**src/rtl/word_byte_unpacker_pkg.sv**
```systemverilog
// Shared types, constants and keep helpers for the word-to-byte unpacker.
package word_byte_unpacker_pkg;

  localparam int unsigned ByteW     = 8;
  localparam int unsigned WordW     = 32;
  localparam int unsigned NB        = WordW / ByteW;
  localparam int unsigned HDR_BYTES = 44426;

  typedef enum logic [0:0] {
    StEmpty,
    StDrain
  } state_e;

  // Legal keep is a non-empty run of ones starting at bit 0 (2^k-1).
  function automatic logic keep_legal(logic [NB-1:0] keep);
    logic [NB-1:0] keep_p1;
    keep_p1 = keep + 1'b1;
    return (keep != '0) && ((keep & keep_p1) == '0);
  endfunction

  // Number of enabled bytes in a word.
  function automatic int unsigned keep_count(logic [NB-1:0] keep);
    int unsigned n;
    n = 0;
    for (int i = 0; i < int'(NB); i++) begin
      if (keep[i]) n++;
    end
    return n;
  endfunction

endpackage

```
**src/rtl/word_byte_unpacker_if.sv**
```systemverilog
// Word-in / byte-out stream bundle. The unpacker uses the slave view; the
// host/distributor environment uses the master view.
interface word_byte_unpacker_if #(
  parameter int unsigned WD = word_byte_unpacker_pkg::ByteW,
  parameter int unsigned WW = word_byte_unpacker_pkg::WordW
);
  localparam int unsigned NB = WW / WD;

  logic [WW-1:0] s_data;
  logic [NB-1:0] s_keep;
  logic          s_valid;
  logic          s_ready;
  logic [WD-1:0] m_data;
  logic          m_valid;
  logic          m_ready;

  modport slave (
    input  s_data, s_keep, s_valid, m_ready,
    output s_ready, m_data, m_valid
  );

  modport master (
    output s_data, s_keep, s_valid, m_ready,
    input  s_ready, m_data, m_valid
  );

endinterface

```
**src/rtl/byte_counter_sat.sv**
```systemverilog
// Saturating event counter with a sticky, registered threshold flag and sync clear.
module byte_counter_sat #(
  parameter int unsigned CW     = 19,
  parameter int unsigned THRESH = 44426
) (
  input  logic          clk,
  input  logic          rstn,
  input  logic          clr,
  input  logic          inc,
  output logic [CW-1:0] cnt,
  output logic          flag
);

  logic [CW-1:0] cnt_q, cnt_d;
  logic          flag_q, flag_d;

  // Next count and flag; clear takes priority over an increment.
  always_comb begin
    cnt_d  = cnt_q;
    flag_d = flag_q;
    if (clr) begin
      cnt_d  = '0;
      flag_d = 1'b0;
    end else begin
      if (inc && (cnt_q != '1)) cnt_d = cnt_q + 1'b1;
      if (cnt_q >= CW'(THRESH)) flag_d = 1'b1;
    end
  end

  // Counter and flag registers.
  always_ff @(posedge clk or negedge rstn) begin
    if (!rstn) begin
      cnt_q  <= '0;
      flag_q <= 1'b0;
    end else begin
      cnt_q  <= cnt_d;
      flag_q <= flag_d;
    end
  end

  assign cnt  = cnt_q;
  assign flag = flag_q;

endmodule

```
**src/rtl/word_byte_unpacker.sv**
```systemverilog
// Serialises WW-bit words into WD-bit bytes, LSB byte first, and tracks bytes emitted.
module word_byte_unpacker #(
  parameter int unsigned WD        = word_byte_unpacker_pkg::ByteW,
  parameter int unsigned WW        = word_byte_unpacker_pkg::WordW,
  parameter int unsigned CW        = 19,
  parameter int unsigned HDR_BYTES = word_byte_unpacker_pkg::HDR_BYTES
) (
  input  logic                      clk,
  input  logic                      rstn,
  word_byte_unpacker_if.slave       bus,
  input  logic                      clr,
  output logic [CW-1:0]             byte_cnt,
  output logic                      hdr_done,
  output logic                      keep_err
);
  import word_byte_unpacker_pkg::*;

  localparam int unsigned IdxW = (NB > 1) ? $clog2(NB) : 1;

  state_e          state_q, state_d;
  logic [WW-1:0]   hold_q, hold_d;
  logic [IdxW-1:0] idx_q, idx_d;
  logic [IdxW-1:0] last_q, last_d;
  logic            keep_err_q;
  logic            at_last;
  logic            s_xfer, m_xfer, word_ok;
  logic [WD-1:0]   byte_sel;

  assign s_xfer  = bus.s_valid && bus.s_ready;
  assign m_xfer  = bus.m_valid && bus.m_ready;
  assign word_ok = keep_legal(bus.s_keep);

  // State and datapath registers; reset discards any partially drained word.
  always_ff @(posedge clk or negedge rstn) begin
    if (!rstn) begin
      state_q <= StEmpty;
      hold_q  <= '0;
      idx_q   <= '0;
      last_q  <= '0;
    end else begin
      state_q <= state_d;
      hold_q  <= hold_d;
      idx_q   <= idx_d;
      last_q  <= last_d;
    end
  end

  // Next state: load legal words, step through bytes, reload on the last byte.
  always_comb begin
    state_d = state_q;
    hold_d  = hold_q;
    idx_d   = idx_q;
    last_d  = last_q;
    unique case (state_q)
      StEmpty: begin
        if (s_xfer && word_ok) begin
          state_d = StDrain;
          hold_d  = bus.s_data;
          idx_d   = '0;
          last_d  = IdxW'(keep_count(bus.s_keep) - 1);
        end
      end
      StDrain: begin
        if (m_xfer) begin
          if (at_last) begin
            // Illegal words are swallowed here and leave the block empty.
            if (s_xfer && word_ok) begin
              hold_d = bus.s_data;
              idx_d  = '0;
              last_d = IdxW'(keep_count(bus.s_keep) - 1);
            end else begin
              state_d = StEmpty;
            end
          end else begin
            idx_d = idx_q + 1'b1;
          end
        end
      end
      default: state_d = StEmpty;
    endcase
  end

  // Outputs: byte mux, valid, and ready (open on the last-byte transfer for no bubble).
  always_comb begin
    byte_sel = '0;
    for (int i = 0; i < int'(NB); i++) begin
      if (idx_q == IdxW'(i)) byte_sel = hold_q[i*WD +: WD];
    end
    at_last     = (state_q == StDrain) && (idx_q == last_q);
    bus.m_valid = (state_q == StDrain);
    bus.m_data  = bus.m_valid ? byte_sel : '0;
    bus.s_ready = rstn && ((state_q == StEmpty) || (at_last && bus.m_ready));
  end

  // Sticky illegal-keep flag.
  always_ff @(posedge clk or negedge rstn) begin
    if (!rstn) begin
      keep_err_q <= 1'b0;
    end else if (clr) begin
      keep_err_q <= 1'b0;
    end else if (s_xfer && !word_ok) begin
      keep_err_q <= 1'b1;
    end
  end

  assign keep_err = keep_err_q;

  byte_counter_sat #(
    .CW     (CW),
    .THRESH (HDR_BYTES)
  ) u_byte_cnt (
    .clk  (clk),
    .rstn (rstn),
    .clr  (clr),
    .inc  (m_xfer),
    .cnt  (byte_cnt),
    .flag (hdr_done)
  );

endmodule

```
**src/flat_wrapper.sv**
```systemverilog
// flat-port wrapper written by rule: the top's interface ports become plain ports
module word_byte_unpacker_flat import word_byte_unpacker_pkg::*;
#(
  parameter int unsigned WD        = word_byte_unpacker_pkg::ByteW,
  parameter int unsigned WW        = word_byte_unpacker_pkg::WordW,
  parameter int unsigned CW        = 19,
  parameter int unsigned HDR_BYTES = word_byte_unpacker_pkg::HDR_BYTES
)
  (clk, rstn, clr, byte_cnt, hdr_done, keep_err, bus_s_data, bus_s_keep, bus_s_valid, bus_m_ready, bus_s_ready, bus_m_data, bus_m_valid);
  word_byte_unpacker_if #(.WD(WD), .WW(WW)) bus_i ();
  input  logic clk;
  input  logic rstn;
  input  logic clr;
  output logic [CW-1:0] byte_cnt;
  output logic hdr_done;
  output logic keep_err;
  input wire logic [$bits(bus_i.s_data)-1:0] bus_s_data;
  input wire logic [$bits(bus_i.s_keep)-1:0] bus_s_keep;
  input wire logic [$bits(bus_i.s_valid)-1:0] bus_s_valid;
  input wire logic [$bits(bus_i.m_ready)-1:0] bus_m_ready;
  output wire logic [$bits(bus_i.s_ready)-1:0] bus_s_ready;
  output wire logic [$bits(bus_i.m_data)-1:0] bus_m_data;
  output wire logic [$bits(bus_i.m_valid)-1:0] bus_m_valid;
  assign bus_i.s_data = bus_s_data;
  assign bus_i.s_keep = bus_s_keep;
  assign bus_i.s_valid = bus_s_valid;
  assign bus_i.m_ready = bus_m_ready;
  assign bus_s_ready = bus_i.s_ready;
  assign bus_m_data = bus_i.m_data;
  assign bus_m_valid = bus_i.m_valid;
  word_byte_unpacker #(.WD(WD), .WW(WW), .CW(CW), .HDR_BYTES(HDR_BYTES)) u_core (.clk(clk), .rstn(rstn), .bus(bus_i), .clr(clr), .byte_cnt(byte_cnt), .hdr_done(hdr_done), .keep_err(keep_err));
endmodule
```
**config.mk**
```make
export PLATFORM = sky130hd
export DESIGN_NAME = word_byte_unpacker_flat
export DESIGN_NICKNAME = d
export VERILOG_FILES = /design/src/rtl/word_byte_unpacker_pkg.sv /design/src/rtl/word_byte_unpacker_if.sv /design/src/rtl/byte_counter_sat.sv /design/src/rtl/word_byte_unpacker.sv /design/src/flat_wrapper.sv
export SDC_FILE = /design/constraint.sdc
export NUM_CORES = 1
export LEC_CHECK = 0
export CAP_MARGIN = 20
export CORE_MARGIN = 1
export CORE_UTILIZATION = 33
export CTS_BUF_LIST = sky130_fd_sc_hd__clkbuf_8
export DETAILED_ROUTE_END_ITERATION = 16
export PLACE_DENSITY = 0.53
export SLEW_MARGIN = 20
export SYNTH_ARGS = -nofsm -noshare
export SYNTH_HDL_FRONTEND = slang
export SYNTH_SLANG_ARGS = --single-unit
```
**constraint.sdc**
```tcl
create_clock -name clk -period 2.1 [get_ports clk]
set_input_delay 0.42 -clock clk [delete_from_list [all_inputs] [get_ports clk]]
set_output_delay 0.42 -clock clk [all_outputs]
set_load 0.02 [all_outputs]
```
==> reports/qor_table.md <==
| Metric | This run | Unit |
| --- | --- | --- |
| TNS Setup | -1.10 | ns |
| Overall Global Routing Usage | 17.4 | % |
| Cell breakdown of the critical path | buf_6, ha_4, nand3b_1, a21oi_1, a21oi_2, o21ai_1, and2_1, buf_6 | - |
| Top cell type by total area after synthesis | dfrtp_1 | - |
| Area share of xor/xnor cells in the synthesized design | 4.47 | % |
| Crit path buf inv count | 2 | - |
| Main combinational cell family by area after synthesis | simple AND/OR/NAND/NOR gates | - |
| Setup repair after global routing missed its margin | true | - |
| Root buffer selected by CTS | clkbuf_8 | - |
| Largest cells by area after synthesis | dfrtp_1, mux2_2, xnor2_1 | - |
| Number of synthesized register bits | 58 | - |
| Final core utilization | 50.9 | % |
| Clock slew at the register clock pins of the worst setup and hold paths | 0.07 | ns |
| Arrival @ worst endpoint | 1.84 | ns |
| Pwr/cell area | 1020 | nW/µm² |
| Worst Setup EP | bus_m_data[6] | - |
| Hold WC Path Type | primary input to async pin | - |
| Layout overhead on the synthesized area | 50.1 | % |
| Fraction of synthesis flops using an asynchronous set or reset pin | 100 | % |
| Detailed-placement wirelength estimate | 5760 | µm |
| Most frequent cell on the critical path | buf_6 | - |
| Vias in the first global route | 2,697 | - |
| Maximum clock insertion buffer count | 2 | - |
| Violated checks | negative setup slack | - |
| Fraction of the cycle the final worst path needs | 107 | % |
| Most frequent cells after synthesis | dfrtp_1, mux2_2, nand2_1 | - |
| Number of routed nets with antenna violations | 0 | - |
| Pin count of the biggest net entering global routing | 60 | - |
| Cell class contributing the biggest share of worst-path delay | flip-flops | - |
| Inserted Clock Buffers | 9 | - |
| Cell Area, Synth | 3130 | µm² |
| Share of synthesized cell area in full adder, half adder and majority cells | 3.59 | % |
| Crit-path slowest cell | dfrtp_2 | - |
| Area fraction in and, or, nand and nor cells after synthesis | 19.3 | % |
| Endpoint required time on the critical path | 1.68 | ns |
| Placeable core region | 9240 | µm² |
| Crit Reg-Reg Startpoint | u_core.idx_q[0]$_DFFE_PN0P_ | - |
| Synthesized Nets | 356 | - |
| Total Nets Final | 471 | - |
| Beginning of the critical path | u_core.idx_q[0]$_DFFE_PN0P_ | - |
| Die boundary width | 99.5 | µm |
| Compound-gate portion of the synthesized area | 10.5 | % |
| Ports | 72 | - |
| Sequential area share after synthesis | 46.3 | % |
| Standby leakage power | 0.00197 | µW |
| Vias per Instance | 4.80 | - |
| Mux cell area share after synthesis | 12.2 | % |
| Number of buffers inserted by hold repair at cts | 0 | - |
| Iteration-0 DRC count of the detailed router | 103 | - |
| Routed via count | 2,660 | - |
| Headroom to the max-slew limit | 49.3 | % |
| Setup slack on the worst flop-to-flop path | 0.08 | ns |
| Die span in y | 99.5 | µm |
| Most instantiated library cell after synthesis | dfrtp_1 | - |
| Startpoint type of the worst setup path | flip-flop | - |
| Worst Slack Setup Final | -0.155 | ns |
| Fillers | 863 | - |
| Crit path time final | 2.26 | ns |
| Maximum Capacitance Violations | 0 | - |
| Number of failing hold endpoints at the final stage | 0 | - |
| Overall power | 4800 | µW |
| Routed Wire Length | 8060 | µm |
| Most common flop cell mapped by yosys | dfrtp_1 | - |
| FMAX | 443 | MHz |
| Type of destination of the critical path | output port | - |
| Antenna violations before repair | 0 | - |
| Ratio of cells with drive above 1 in the final layout | 31.5 | % |
| Critical path class | flip-flop to output port | - |
| Crit. path cell count | 8 | - |
| Antenna diode count | 0 | - |
| Count of input and output buffers | 71 | - |
| Number of placement rows | 35 | - |
| Actual slew at the worst max-slew pin | 0.760 | ns |
| Largest fanout on the critical path | 9 | - |
| Max-slew violation count | 0 | - |
| Worst vdd ir | 402 | µV |
| Clock latency at the later pin of the worst-skew pair | 0.34 | ns |
| Endpoint of the lowest-slack register-to-register path | u_core.hold_q[3]$_DFFE_PN0P_ | - |
| EDFF count, synth | 0 | - |
| Share of the synthesized area in the top cell type | 46.3 | % |
| DRC Markers | 0 | - |
| Worst clock skew | 0.00907 | ns |
| Count of endpoints failing setup in the final report | 8 | - |
| Biggest cell delay along the critical path | 0.44 | ns |
| Depth of the CTS H-tree | 3 | - |
| Worst slack on hold paths | 0.264 | ns |
| Count of unique library cells instantiated by Yosys | 46 | - |
| Die ar. | 9890 | µm² |
| TritonCTS clock tree | yes | - |
| Clock sink count | 58 | - |
| Number of cells on the worst reg-to-reg path | 8 | - |
| Starting utilization of the core area | 33.9 | % |
| Yosys warning total | 0 | - |
| First-pass GRT wire length | 13,300 | µm |
| Avg WL per Cell | 14.5 | µm |
| Post-Syn Area per Cell | 10.2 | µm² |
| Result of the run | finished, violations left | - |
| Detailed-routing iteration count for the pre-antenna-repair pass | 8 | - |
| Total global routing overflow | 0 | - |
| Number of instances in the synthesized netlist | 306 | - |
| Routability congestion estimate from global placement | 0.781 | - |
==> layout make-up <==
type,instances,area (µm²),share of cell area [%]
inverter,12,45.0,0.957
tap,129,161,3.43
clock inverter,4,75.1,1.60
multi-input combinational,221,1680,35.8
timing repair buffer,119,1140,24.2
sequential,58,1450,30.9
clock buffer,11,151,3.22
==> logic make-up (layout without fill, tap and decap cells) <==
group | Yosys count | in the layout
adders and majority gates | 9 | 9
and+or+nand+nor | 107 | 107
xor gates and xnor gates | 16 | 16
buffers and inverters | 27 | 146
AOI/OAI and AO/OA | 55 | 55
DFF | 58 | 58
muxes | 34 | 34
==> layout by cell type (no fill, tap or decap), drive strengths merged, types with 3 or more instances in the layout <==
master and instances:
nand2 26, o21ai 12, nand3 10, buf 57, a21oi 24, nor2 21, nand3b 9, ha 9
xnor2 15, nor3 6, a21o 3, clkdlybuf4s50 59, and2 11, inv 12, clkbuf 12, mux2 33
nand4 8, dfrtp 58, a31oi 3, nor4 5, nor4b 4
==> through the flow <==
stage / instance area, µm² / cells / setup WS (ns)
floorplan: 3130 / 306 / 0.0626
global placement: 4300 / 535 / -0.395
detailed placement: 4300 / 535 / -0.412
CTS: 4590 / 553 / -0.157
global route: 4710 / 554 / -0.272
finish: 4710 / 554 / -0.155
==> where the power goes <==
part	internal [µW]	total [µW]	switching [µW]	leakage, µW
registers	1490	1770	284	0.000740
clock network	726	1180	456	0.000108
logic	1030	1840	806	0.00112
==> state kept, by name, summed over array words and instances, names as in the netlist <==
register and flops:
u_core.u_byte_cnt.flag 1, u_core.idx_q 2, u_core.hold_q 32, u_core.bus.m_valid 1
u_core.keep_err 1, u_core.last_q 2, u_core.u_byte_cnt.cnt 19
==> worst reg2reg max path: stages (launching register included) <==
cell and delay [ns]:
dfrtp_2 0.44, buf_4 0.16, xnor2_4 0.15, a31o_4 0.17, buf_4 0.11, nor4b_4 0.19
buf_6 0.20, buf_4 0.16, mux2_2 0.33
==> layer usage <==
metal	track usage, %	part of all wire, %	up-vias
li1	-	-	1317
met2	26.1	45	60
met1	24.3	49	1271
met4	7.24	1.6	0
met5	0	0	-
met3	4.01	4.8	12
==> what timing repair did <==
action	in CTS	in global routing
pin swaps	9	9
gates resized for setup	69	21
buffers inserted	3	0
cloned	0	1
endpoints found under the setup margin	9	42
==> worst min path at each step <==
stage,startpoint,end,slack (ns),cells past startpoint
floorplan,rstn,u_core.bus.m_valid$_DFF_PN0_,0.12,0
global placement,u_core.hold_q[16]$_DFFE_PN0P_,u_core.hold_q[16]$_DFFE_PN0P_,0.49,1
detailed placement,u_core.hold_q[19]$_DFFE_PN0P_,u_core.hold_q[19]$_DFFE_PN0P_,0.50,1
CTS,rstn,u_core.hold_q[26]$_DFFE_PN0P_,0.30,2
global route,rstn,u_core.u_byte_cnt.cnt[0]$_DFFE_PN0P_,0.33,2
finish,rstn,u_core.u_byte_cnt.cnt[0]$_DFFE_PN0P_,0.26,2
No activity file was read; power rests on OpenSTA's default activity.
